**src/rtl/mult_div_unit.sv**
```systemverilog
// Iterative HI/LO multiply/divide: WIDTH shift-add/subtract steps on magnitudes, then one sign-fix cycle.
// Define MULDIV_FAST_MULT_EN to route MULT/MULTU through a single-cycle multiplier (division stays iterative).
module mult_div_unit #(
  parameter int WIDTH = 32
) (
  input  logic             Clk,
  input  logic             Reset,
  input  logic             Start,
  input  logic [2:0]       Op,
  input  logic [WIDTH-1:0] OperandA,
  input  logic [WIDTH-1:0] OperandB,
  output logic             Busy,
  output logic             Done,
  output logic             DivZero,
  output logic [WIDTH-1:0] Hi,
  output logic [WIDTH-1:0] Lo
);
  localparam int CW = $clog2(WIDTH) + 1;

  typedef enum logic [1:0] {IDLE, RUN, FINISH} state_t;
  state_t state, nextState;

  logic [CW-1:0]      count;
  logic               isDiv, negA, negB, divByZero;
  logic [WIDTH-1:0]   rawA, stepOperand, accHi, accLo;
  logic [WIDTH-1:0]   hiReg, loReg;
  logic               doneReg, divZeroReg;
  logic               accept, startMulDiv, startSigned, lastStep;
  logic [WIDTH-1:0]   magA, magB;
  logic [WIDTH:0]     addSum, remShift;
  logic [WIDTH-1:0]   remDiff;
  logic               remGe;
  logic [2*WIDTH-1:0] prodMag, prodSigned;
  logic [WIDTH-1:0]   finHi, finLo;

  assign accept      = (state == IDLE) && Start;
  assign startMulDiv = accept && !Op[2];
  assign startSigned = !Op[0];
  assign lastStep    = (count == CW'(WIDTH - 1));
  // Unsigned WIDTH-bit magnitude still represents -2^(WIDTH-1) exactly.
  assign magA = (startSigned && OperandA[WIDTH-1]) ? -OperandA : OperandA;
  assign magB = (startSigned && OperandB[WIDTH-1]) ? -OperandB : OperandB;

  always_ff @(posedge Clk) begin
    if (Reset) state <= IDLE;
    else       state <= nextState;
  end

  always_comb begin
    nextState = state;
    case (state)
      IDLE: begin
        if (startMulDiv) begin
`ifdef MULDIV_FAST_MULT_EN
          nextState = Op[1] ? RUN : FINISH;
`else
          nextState = RUN;
`endif
        end
      end
      RUN:     if (lastStep) nextState = FINISH;
      FINISH:  nextState = IDLE;
      default: nextState = IDLE;
    endcase
  end

  always_comb begin
    Busy    = (state != IDLE);
    Done    = doneReg;
    DivZero = divZeroReg;
    Hi      = hiReg;
    Lo      = loReg;
  end

  // One iteration step: accHi is the partial product / running remainder, accLo the multiplier / quotient.
  always_comb begin
    addSum   = {1'b0, accHi} + (accLo[0] ? {1'b0, stepOperand} : '0);
    remShift = {accHi, accLo[WIDTH-1]};
    remGe    = (remShift >= {1'b0, stepOperand});
    remDiff  = remShift[WIDTH-1:0] - stepOperand;
  end

  always_comb begin
`ifdef MULDIV_FAST_MULT_EN
    prodMag = {{WIDTH{1'b0}}, stepOperand} * {{WIDTH{1'b0}}, accLo};
`else
    prodMag = {accHi, accLo};
`endif
    prodSigned = (negA ^ negB) ? -prodMag : prodMag;
    finHi = prodSigned[2*WIDTH-1:WIDTH];
    finLo = prodSigned[WIDTH-1:0];
    if (isDiv) begin
      if (divByZero) begin
        finHi = rawA;
        finLo = '1;
      end else begin
        finHi = negA ? -accHi : accHi;
        finLo = (negA ^ negB) ? -accLo : accLo;
      end
    end
  end

  always_ff @(posedge Clk) begin
    if (Reset) begin
      count       <= '0;
      isDiv       <= 1'b0;
      negA        <= 1'b0;
      negB        <= 1'b0;
      divByZero   <= 1'b0;
      rawA        <= '0;
      stepOperand <= '0;
      accHi       <= '0;
      accLo       <= '0;
      hiReg       <= '0;
      loReg       <= '0;
      doneReg     <= 1'b0;
      divZeroReg  <= 1'b0;
    end else begin
      doneReg <= 1'b0;
      case (state)
        IDLE: begin
          if (startMulDiv) begin
            count       <= '0;
            isDiv       <= Op[1];
            negA        <= startSigned && OperandA[WIDTH-1];
            negB        <= startSigned && OperandB[WIDTH-1];
            divByZero   <= Op[1] && (OperandB == '0);
            rawA        <= OperandA;
            divZeroReg  <= 1'b0;
            accHi       <= '0;
            accLo       <= Op[1] ? magA : magB;
            stepOperand <= Op[1] ? magB : magA;
          end else if (accept && Op == 3'd4) begin
            hiReg <= OperandA;
          end else if (accept && Op == 3'd5) begin
            loReg <= OperandA;
          end
        end
        RUN: begin
          count <= count + 1'b1;
          if (isDiv) begin
            accHi <= remGe ? remDiff : remShift[WIDTH-1:0];
            accLo <= {accLo[WIDTH-2:0], remGe};
          end else begin
            accHi <= addSum[WIDTH:1];
            accLo <= {addSum[0], accLo[WIDTH-1:1]};
          end
        end
        FINISH: begin
          hiReg   <= finHi;
          loReg   <= finLo;
          doneReg <= 1'b1;
          if (isDiv && divByZero) divZeroReg <= 1'b1;
        end
        default: ;
      endcase
    end
  end
endmodule
```
**config.mk**
```make
export PLATFORM = sky130hd
export DESIGN_NAME = mult_div_unit
export DESIGN_NICKNAME = d
export VERILOG_FILES = /design/src/rtl/mult_div_unit.sv
export SDC_FILE = /design/constraint.sdc
export NUM_CORES = 1
export LEC_CHECK = 0
export CORE_UTILIZATION = 60
export DETAILED_ROUTE_END_ITERATION = 10
export HOLD_SLACK_MARGIN = 0.03
export PLACE_DENSITY = 0.82
export SKIP_LAST_GASP = 1
export SLEW_MARGIN = 20
export SYNTH_ARGS = -nofsm -noshare
export SYNTH_HDL_FRONTEND = slang
export SYNTH_SLANG_ARGS = --single-unit
```
**constraint.sdc**
```tcl
create_clock -name Clk -period 5.5 [get_ports Clk]
set_input_delay 1.1 -clock Clk [delete_from_list [all_inputs] [get_ports Clk]]
set_output_delay 1.1 -clock Clk [all_outputs]
set_load 0.01 [all_outputs]
```
Word level (Yosys, flattened, before mapping)

Index checks and enable logic that the tools add are counted.

Register bits after elaboration: 206
Input port bits: 70
Output and inout port bits: 67
Word-level logic and storage cells: 92

Bitwise gates (word level): 1
Eq/ne operators: 12
Reduce and logical (&&, ||, !) cells: 21
Add/subtract/negate cells: 8
Order comparisons: 1
Mux-type cells: 35

Operator list:

| kind                                                   | number |
|---|---|
| two-way mux 32 bit                                     | 21 |
| one-hot mux 32 bit (2 select lines)                    | 4 |
| negator 32 bit                                         | 4 |
| two-way mux 64 bit                                     | 1 |
| negator 64 bit                                         | 1 |
| adder 32 x 32 -> 33 bit                                | 1 |
| >= comparator 33 x 32 -> 1 bit                         | 1 |
| zero test 32 bit                                       | 1 |
| subtractor 32 bit                                      | 1 |
| one-hot mux 6 bit (2 select lines)                     | 1 |
| inequality test 2 bit (second input constant)          | 5 |
| logical AND 1 bit                                      | 8 |
| adder 6 x 1 -> 6 bit (second input constant)           | 1 |
| equality test 3 bit (second input constant)            | 2 |
| equality test 6 x 5 -> 1 bit (second input constant)   | 1 |
| two-way mux 6 bit                                      | 1 |
| AND reduction 2 bit                                    | 3 |
| AND reduction 3 bit                                    | 2 |
| nonzero test 2 bit                                     | 3 |
| two-way mux 2 bit                                      | 2 |
| inequality test 2 x 1 -> 1 bit (second input constant) | 2 |
| one-hot mux 2 bit (2 select lines)                     | 1 |
| AND reduction 4 bit                                    | 1 |
| two-way mux 1 bit                                      | 3 |
| 6 further kinds                                        | 7 |

Logic depth before layout (Yosys ltp)

Word-level depth: 7
Mapped depth: 14
Gate-level depth less buffers: 12

Least setup slack after synthesis

OpenSTA, ideal clock, no wires.

Path kind: input -> register
Start: input OperandA[5]
End: register accLo[24]
Setup time: 122 ps
Stages on the path: 9
Arrival: 3,619 ps
Buffers on the path: 2
Data required time: 5,378 ps
Path slack: 1,760 ps
Cells stage by stage: clkbuf_2 > or4_4 > or4_1 > buf_2 > or3b_4 > o41ai_2 > xor2_1 > mux2i_1 > a221o_1

Cells in the longest elaborated chain, start to end: 5

RTL lines:

| what                                | line | text |
|---|---|---|
| start: declaration                  | 10   | `input logic [WIDTH-1:0] OperandA,` |
| negator 32 bit                      | 41   | `assign magA = (startSigned && OperandA[WIDTH-1]) ? -OperandA : OperandA;` |
| two-way mux 32 bit                  | 41   |  |
| two-way mux 32 bit                  | 131  | `accLo <= Op[1] ? magA : magB;` |
| two-way mux 32 bit                  | 122  | `if (startMulDiv) begin` |
| one-hot mux 32 bit (2 select lines) | 120  | `case (state)` |
| end signal: assignment              | 131  |  |
| end signal: assignment              | 143  | `accLo <= {accLo[WIDTH-2:0], remGe};` |
| end signal: assignment              | 146  | `accLo <= {addSum[0], accLo[WIDTH-1:1]};` |
| end: declaration                    | 25   | `logic [WIDTH-1:0] rawA, stepOperand, accHi, accLo;` |

Every way passes these cells. The select of a mux whose other input is x is not followed.
A chain may end at the register's enable or synchronous reset.

Final worst setup path

Start: register accLo[0]
End: register accHi[27]

Cells in the longest elaborated chain, start to end: 4

RTL lines:

| what                                | line | text |
|---|---|---|
| two-way mux 32 bit                  | 77   | `addSum = {1'b0, accHi} + (accLo[0] ? {1'b0, stepOperand} : '0);` |
| adder 32 x 32 -> 33 bit             | 77   |  |
| two-way mux 32 bit                  | 141  | `if (isDiv) begin` |
| one-hot mux 32 bit (2 select lines) | 120  |  |
| end signal: assignment              | 142  | `accHi <= remGe ? remDiff : remShift[WIDTH-1:0];` |
| end signal: assignment              | 145  | `accHi <= addSum[WIDTH:1];` |
| end: declaration                    | 25   |  |

Every way passes these cells.

==> results.yml <==
clock_tree:
  ctsResizeCount: 0
  cts_max_level: 1
  numCtsBuffers: 26
  clock_latency_ns: 0.56
  clockBufferDepth: 3
  root_buffer: "clkbuf_16"
  cts_hold_buf: 0
  cts.sinks: 206
  cts_setup_buffers: 0
  tritoncts: "built"
  path_clk_slew_ns: 0.06
floorplanning:
  rows: 60
  num_io_pins: 137
  die_h_um: 170
  die_area_um2: 28700
  core_area_um2: 27300
  die_x_um: 170
  initial_core_util_pct: 61.8
placement:
  pre_cts_ws_ns: 0.978
  hpwl_mm: 49.6
  gp_congestion: 1.02
  postPlaceCellArea_um2: 18300
  port_buffers: 136
sta:
  relSlewSlack_pct: 21.0
  period_minus_slack_ns: 4.25
  finClkSkew_ns: 0.0211
  holdWs_ns: 0.450
  finalCritPeriodShare_pct: 77.3
  setup_slack_ns: 1.25
  hold_viol_final: 0
  setup_violations: 0
  fmax_mhz: 235
  grt_setup_unrepaired: "false"
  slew_viol_final: 0
  worst_slew_pin_slew_ns: 1.18
  setup_tns_ns: 0
synthesis:
  syn_area_per_cell_um2: 7.19
  ys_seq_area_share_pct: 24.5
  ys.flop_type: "dfxtp_1"
  async_reset_ff_share_pct: 0
  ys_types: 74
  netlist_area_um2: 16800
  synthCells: 2341
  synth_nets: 2482
  yosysWarnings: 0
  synth_edf_count: 0
  ys_seq_elements: 206
detailed_routing:
  wire_per_inst_um: 24.7
  vias: 19299
  firstDrtPassIters: 7
  postRouteAntennaNets: 0
  drt_iter0_drc: 2967
  drt-total-wl_mm: 67.8
  vias_per_cell: 7.03
  drc_errors: 0
global_route:
  grt_pass1_vias: 17885
  grt_util_met3_pct: 10.9
  antenna_found_initial: 1
  top_usage_layer: "met2"
  met2_usage_pct: 71.3
  grt_pass1_wl_mm: 103
  use_met1_pct: 57.5
  grt.total_usage_pct: 46.2
  grt_max_degree: 71
  grt_overflow_total: 0
min_path:
  hold_path_class: "flop to flop"
worst_setup_path:
  cp-end-kind: "flop"
  arrival_ns: 4.68
  cp.required_ns: 5.93
  crit_path_start_kind: "flop"
  path_class: "flop to flop"
  worstPathMaxFanout: 19
flow_run:
  maxCapViolations: 0
final_layout:
  drive_gt1_share_pct: 5.86
  fin_nets: 2496
  area_growth_pct: 13.8
  final_area_um2: 19200
power:
  power_leakage_nw: 7.20
  p_per_area_nw_per_um2: 238
  power.total_mw: 4.57
  max-vdd-ir-drop_v: 0.000308
run_status:
  status: "completed"
[worst max-delay path, cell delays in order, from the launching register on]
cell and delay (ns):
dfxtp_1 0.43, inv_1 0.61, buf_4 0.39, nor2_1 0.09
ha_1 0.35, a21oi_1 0.42, o21ai_0 0.19, a31oi_1 0.16
a21bo_2 0.31, a21oi_1 0.34, o221ai_1 0.28, xor2_1 0.21
a221o_1 0.32
[registers in the layout, indices dropped and copies added (netlist names)]
name         count
Hi              32
Lo              32
accHi           32
accLo           32
rawA            32
stepOperand     32
count            6
state            2
DivZero          1
Done             1
divByZero        1
isDiv            1
negA             1
negB             1
[synthesized netlist by cell type (all sizes together), types with 10 or more instances]
cell      n  area [um^2]
a211oi   58          435
a21o     27          203
a21oi   266         1330
a221o    10          100
a22oi    16          120
a311oi   12          105
a31oi    24          150
and3     17          106
buf      26          111
clkbuf  174          654
dfxtp   206         4120
ha       69          863
inv      72          270
mux2     12          135
mux2i    48          480
nand2   291         1090
nand2b   17          106
nand3    45          225
nand4    22          138
nor2    213          800
nor2b    17          106
nor3     49          245
nor4     23          144
o211ai   38          285
o21a     12         90.1
o21ai   132          661
o221ai   58          508
o31ai    32          240
o41ai    12          113
or3      18          113
or4      17          131
xnor2    95          832
xor2     85          744
[layout by cell type, fill, tap and decap left out, types with 24 or more instances in the layout]
cell type	instances
nand2_1	291
a21oi_1	266
nor2_1	210
dfxtp_1	204
clkdlybuf4s50_1	134
o21ai_0	132
xnor2_1	94
xor2_1	85
inv_1	70
ha_1	69
o221ai_1	58
a211oi_1	58
buf_4	51
nor3_1	48
mux2i_1	48
nand3_1	45
o211ai_1	38
o31ai_1	32
a21o_1	27
clkbuf_16	26
a31oi_1	24
[metal layers]
layer / up-vias / share of wire (%)
met3: 354 / 13
met2: 1454 / 43
li1: 8541 / -
met5: - / 0.019
met4: 2 / 7.7
met1: 8948 / 36
[cell type report]
cell class	instances	area, um^2
clock inverter	15	155
sequential	206	4130
timing repair buffer	186	1730
fill	2288	8080
inverter	72	270
tap	372	465
antenna	1	2.50
clock buffer	32	703
multi-input combinational	1863	11700
[stage by stage]
step | utilization (%) | std cells
floorplan | - | 2341
global placement | 67.2 | 2699
detailed placement | 67.2 | 2699
CTS | 70.3 | 2746
global route | 70.3 | 2746
finish | 70.3 | 2747
[kinds of logic after synthesis]
logic type,after synthesis,share of synthesized area [%]
and+or+nand+nor,771,20.9
buffers and inverters,272,6.15
AOI/OAI and AO/OA,781,30.1
xor gates and xnor gates,180,9.36
adders and majority gates,71,5.36
DFF,206,24.5
muxes,60,3.66
[power breakdown]
| part | internal (mW) | switching, mW | total [mW] | leakage [nW] |
|---|---|---|---|---|
| clock | 1.01 | 0.739 | 1.75 | 0.417 |
| combinational | 0.426 | 0.763 | 1.19 | 5.11 |
| sequential | 1.56 | 0.0801 | 1.64 | 1.68 |
[path summary, 6_finish.rpt]
| path | startpoint | endpoint | slack (ns) | depth (start not counted) |
|---|---|---|---|---|
| worst max-delay path | accLo[0] | accHi[27] | 1.25 | 12 |
| worst min-delay path | stepOperand[3] | stepOperand[3] | 0.45 | 2 |
| worst max register to register | accLo[0] | accHi[27] | 1.25 | 12 |
| worst min register to register | stepOperand[3] | stepOperand[3] | 0.45 | 2 |
No activity file was read; power rests on OpenSTA's default activity.
